`src/rtl/rate_divider_sel_pkg.sv`:
```
// Shared defaults, rate index names and 50 MHz reload values for rate_divider_sel.
package rate_divider_sel_pkg;

    localparam int DEF_WIDTH     = 20;
    localparam int DEF_NUM_RATES = 4;
    localparam int DEF_CNT_W     = 4;

    localparam int RATE_FULL    = 0;
    localparam int RATE_ONE     = 1;
    localparam int RATE_HALF    = 2;
    localparam int RATE_QUARTER = 3;

    // At 50 MHz: FULL ticks every cycle; ONE/HALF/QUARTER give 50/100/200 Hz.
    localparam logic [DEF_WIDTH-1:0] RELOAD_FULL    = 20'd0;
    localparam logic [DEF_WIDTH-1:0] RELOAD_ONE     = 20'd999_999;
    localparam logic [DEF_WIDTH-1:0] RELOAD_HALF    = 20'd499_999;
    localparam logic [DEF_WIDTH-1:0] RELOAD_QUARTER = 20'd249_999;

    localparam logic [DEF_NUM_RATES*DEF_WIDTH-1:0] DEF_RATE_TABLE =
        {RELOAD_QUARTER, RELOAD_HALF, RELOAD_ONE, RELOAD_FULL};

endpackage

```
`src/rtl/rate_divider_sel_rate_mux.sv`:
```
// rate_mux: NUM_RATES-to-1 reload selector, combinational; out-of-range selects fall back to entry 0.
// Also reports the index actually used so the caller can record it.
module rate_mux #(
    parameter int WIDTH     = 20,
    parameter int NUM_RATES = 4,
    parameter int SEL_W     = $clog2(NUM_RATES)
) (
    input  logic [SEL_W-1:0]           sel_i,
    input  logic [NUM_RATES*WIDTH-1:0] table_i,
    output logic [WIDTH-1:0]           val_o,
    output logic [SEL_W-1:0]           idx_o
);

    always_comb begin
        val_o = table_i[WIDTH-1:0];
        idx_o = '0;
        for (int i = 1; i < NUM_RATES; i++) begin
            if (sel_i == SEL_W'(i)) begin
                val_o = table_i[i*WIDTH +: WIDTH];
                idx_o = sel_i;
            end
        end
    end

endmodule

```
`src/rtl/rate_divider_sel.sv`:
```
// Selectable-rate tick generator: registered outputs, tick one edge after count hits 0.
// No backpressure; enable_i low freezes the period, restart_i reloads immediately.
module rate_divider_sel
    import rate_divider_sel_pkg::*;
#(
    parameter int WIDTH     = DEF_WIDTH,
    parameter int NUM_RATES = DEF_NUM_RATES,
    parameter int SEL_W     = $clog2(NUM_RATES),
    parameter int CNT_W     = DEF_CNT_W
) (
    input  logic                       clock_i,
    input  logic                       reset_i,
    input  logic                       enable_i,
    input  logic                       restart_i,
    input  logic [SEL_W-1:0]           rate_sel_i,
    input  logic [NUM_RATES*WIDTH-1:0] rate_table_i,
    output logic                       tick_o,
    output logic [WIDTH-1:0]           count_o,
    output logic [SEL_W-1:0]           active_sel_o,
    output logic [CNT_W-1:0]           tick_count_o
);

    logic [WIDTH-1:0] reload;
    logic [SEL_W-1:0] reload_sel;

    logic [WIDTH-1:0] count_q, count_d;
    logic [SEL_W-1:0] sel_q, sel_d;
    logic             tick_q, tick_d;
    logic [CNT_W-1:0] tcnt_q, tcnt_d;

    rate_mux #(
        .WIDTH     (WIDTH),
        .NUM_RATES (NUM_RATES),
        .SEL_W     (SEL_W)
    ) u_rate_mux (
        .sel_i   (rate_sel_i),
        .table_i (rate_table_i),
        .val_o   (reload),
        .idx_o   (reload_sel)
    );

    // rate_sel_i is only looked at on a reload, so mid-period changes wait for the boundary.
    always_comb begin
        count_d = count_q;
        sel_d   = sel_q;
        tick_d  = 1'b0;
        tcnt_d  = tcnt_q;
        if (restart_i) begin
            count_d = reload;
            sel_d   = reload_sel;
        end else if (enable_i) begin
            if (count_q == '0) begin
                tick_d  = 1'b1;
                count_d = reload;
                sel_d   = reload_sel;
                tcnt_d  = tcnt_q + 1'b1;
            end else begin
                count_d = count_q - 1'b1;
            end
        end
    end

    always_ff @(posedge clock_i) begin
        if (reset_i) begin
            count_q <= rate_table_i[WIDTH-1:0];
            sel_q   <= '0;
            tick_q  <= 1'b0;
            tcnt_q  <= '0;
        end else begin
            count_q <= count_d;
            sel_q   <= sel_d;
            tick_q  <= tick_d;
            tcnt_q  <= tcnt_d;
        end
    end

    assign tick_o       = tick_q;
    assign count_o      = count_q;
    assign active_sel_o = sel_q;
    assign tick_count_o = tcnt_q;

endmodule

```
`config.mk`:
```
export PLATFORM = sky130hd
export DESIGN_NAME = rate_divider_sel
export DESIGN_NICKNAME = d
export VERILOG_FILES = /design/src/rtl/rate_divider_sel_pkg.sv /design/src/rtl/rate_divider_sel_rate_mux.sv /design/src/rtl/rate_divider_sel.sv
export SDC_FILE = /design/constraint.sdc
export NUM_CORES = 1
export LEC_CHECK = 0
export ABC_CLOCK_PERIOD_IN_PS = 3400
export CAP_MARGIN = 10
export CORE_MARGIN = 1
export CORE_UTILIZATION = 45
export CTS_BUF_LIST = sky130_fd_sc_hd__clkbuf_4
export DETAILED_ROUTE_END_ITERATION = 8
export HOLD_SLACK_MARGIN = 0.15
export PLACE_DENSITY = 0.89
export SYNTH_ARGS = -nofsm -noshare
export SYNTH_HDL_FRONTEND = slang
export SYNTH_SLANG_ARGS = --single-unit
export TNS_END_PERCENT = 1
```
`constraint.sdc`:
```
create_clock -name clock_i -period 3.4 [get_ports clock_i]
set_clock_uncertainty 0.2 [all_clocks]
set_input_delay 0.68 -clock clock_i [delete_from_list [all_inputs] [get_ports clock_i]]
set_output_delay 0.68 -clock clock_i [all_outputs]
set_load 0.1 [all_outputs]
```
==> flow_summary.toml <==
[sta]
hold_viol = 0
rsz0062_at_grt = "false"
setup_tns_ps = 0
worst_slew_pin_slew_ps = 816
timing.slew.headroom_pct = 45.6
fin_crit_ps = 2640
fmax_mhz = 379
maxSlewViolCount = 0
post-route-period-util_pct = 77.7
setup_ws_ps = 760
finalSetupViolCount = 0

[routing]
drtIter0Drc = 107
vias = 2095
drt-vias-per-instance = 5.62
ant_nets = 0
dr.pass1.iters = 4
met3_length_um = 424
drc_errors = 0
wl_met2_um = 3100
wl_per_cell_um = 16.1
highest_layer = "met4"
wl_met1_um = 2400
routed_wl_um = 5990

[critical_path]
critPathMaxFanout = 20
max_stage_delay_ps = 500
crit_slowest_cell = "edfxtp_1"
startpoint_type = "flop"
critical_path_class = "reg -> reg"
worstPathCellList = "nor4_1, and4_1, a21o_4, nor2_4, a221o_1"
worstPathArrival_ps = 2540
r2r_start = "count_o[2]"
critPathRequiredTime_ps = 3300
startpoint = "count_o[2]"
cp-end-kind = "flop"

[yosys]
avgSynthCellArea_um2 = 11.1
synthCells = 200
yosysUniqueCellTypes = 35
netlist_area_um2 = 2230
synth_warnings = 0
seq_area_frac_synth_pct = 33.2
synthArstFlopShare_pct = 0
synth_edf_count = 20
synth_seq_cells = 27
synth_flop_cell = "edfxtp_1"
syn_nets = 289

[power]
power_frac_seq_pct = 38.0
power.internal_uw = 663
clkPwrFrac_pct = 12.4
p_leak_uw = 0.00125
p_comb_share_pct = 49.6
p_per_area_nw_per_um2 = 346
p_sw_share_pct = 42.8
p_switching_uw = 496
ir_drop_v = 0.000163

[die]
rows = 25
die_width_um = 72.4
die-area_um2 = 5240
die_h_um = 72.4
start_util_pct = 46.9
pin_count = 113
core-area_um2 = 4750

[cts]
clk_pin_slew_ps = 160
clockBufferDepth = 2
cts_made_buffers = 3
postCtsSetupBuffers = 0
h-tree-depth = 1
cts_tree = "yes"
root_buffer = "clkbuf_4"
cts_sinks = 27
postCtsHoldBufs = 0
insertion_delay_ps = 330
cts_resized = 0

[layout]
area_growth_pct = 50.0
utilization_pct = 70.3
finalNetCount = 396
antenna_cells = 0
design_area_um2 = 3340
drive_gt1_share_pct = 20.3
fillers = 375
regArea_um2 = 741
multi_input_area_um2 = 1400

[placed_design]
hpwl_um = 4670
numPortBuffers = 112
place_ws_ps = 391
dpl_cell_area_um2 = 3320
gp_congestion = 0.823

[global_routing]
grt_overflow = 0
antenna_found_initial = 0
grt_pass1_vias = 2088
gr-usage-all-layers_pct = 23.2
grt_pass1_wl_um = 9540
grt_start_max_net_pins = 55

[hold_path]
worstHoldStart = "active_sel_o[1]"
hp-class = "reg -> reg"

[run]
max_cap_violations = 0

[status]
status = "completed"
-- layout make-up --
type / count / share of cell area, %
sequential: 27 / 22.2
multi-input combinational: 156 / 41.8
inverter: 2 / 0.225
clock buffer: 3 / 0.674
clock inverter: 1 / 0.150
tap: 67 / 2.51
timing repair buffer: 117 / 32.5
-- cells in the mapped netlist, types with 2 or more instances --
| cell | count | area, um2 |
|---|---|---|
| a221o_1 | 4 | 40.0 |
| and3_1 | 2 | 12.5 |
| buf_2 | 5 | 25.0 |
| clkbuf_1 | 8 | 30.0 |
| dfxtp_1 | 7 | 140 |
| edfxtp_1 | 20 | 601 |
| ha_1 | 3 | 37.5 |
| inv_1 | 2 | 7.51 |
| mux2i_1 | 14 | 140 |
| mux4_2 | 20 | 450 |
| nand2_1 | 20 | 75.1 |
| nand3_1 | 2 | 10.0 |
| nand3b_1 | 6 | 45.0 |
| nand4_1 | 8 | 50.1 |
| nor2_1 | 13 | 48.8 |
| nor2b_1 | 2 | 12.5 |
| nor3_1 | 4 | 20.0 |
| nor3b_1 | 5 | 37.5 |
| nor4_1 | 6 | 37.5 |
| o21ai_0 | 11 | 55.1 |
| o311ai_0 | 5 | 43.8 |
| xnor2_1 | 15 | 131 |
| xor2_1 | 6 | 52.6 |
-- power by group through the flow --
stage / logic (uW) / clock network [uW] / registers [uW]
after floorplan: 168 / 0 / 665
after detailed placement: 575 / 0 / 447
after global placement: 566 / 0 / 445
final: 574 / 144 / 440
after CTS: 576 / 145 / 440
after global routing: 605 / 156 / 446
-- per-stage QoR --
step / hold slack (ps) / total power, uW / cells
after floorplan: 671 / 833 / 200
after global placement: 288 / 1010 / 369
after detailed placement: 296 / 1020 / 369
after CTS: 331 / 1160 / 373
after global routing: 366 / 1210 / 373
final: 325 / 1160 / 373
-- worst paths after layout --
kind	end	slack, ps	cells after the start
max	count_o[18]	760	5
min	active_sel_o[1]	320	2
max reg2reg	count_o[18]	760	5
min reg2reg	active_sel_o[1]	320	2
-- cells in the final DEF, fill, tap and decap left out, types with 8 or more instances in the layout --
master,instances
edfxtp_1,20
mux2i_1,14
buf_4,32
clkdlybuf4s50_1,84
o21ai_0,11
mux4_2,20
nor2_1,13
nand4_1,8
nand2_1,20
xnor2_1,15
-- critical path, delay by kind of cell (launching register included) --
family          cells  cell delay, ps
compound gates      2             710
simple gates        3            1020
flops               1             500
-- logic make-up after synthesis --
kind of cell	after synthesis	synth area share (%)
and+or+nand+nor	75	18.9
muxes	34	26.5
DFF	27	33.2
AOI/OAI and AO/OA	23	7.41
xor gates and xnor gates	21	8.25
buffers and inverters	17	4.04
adders and majority gates	3	1.68
-- state kept, by name, indices dropped and copies added (netlist names) --
name / flops
count_o: 20
tick_count_o: 4
active_sel_o: 2
tick_o: 1
-- layer usage --
| metal | GRT usage, % | up-vias |
|---|---|---|
| met5 | 0 | - |
| met4 | 6.10 | 0 |
| met3 | 2.22 | 6 |
| met2 | 41.6 | 97 |
| met1 | 29.9 | 1000 |
| li1 | - | 992 |
Note: power is estimated with default switching activity, not from simulation.
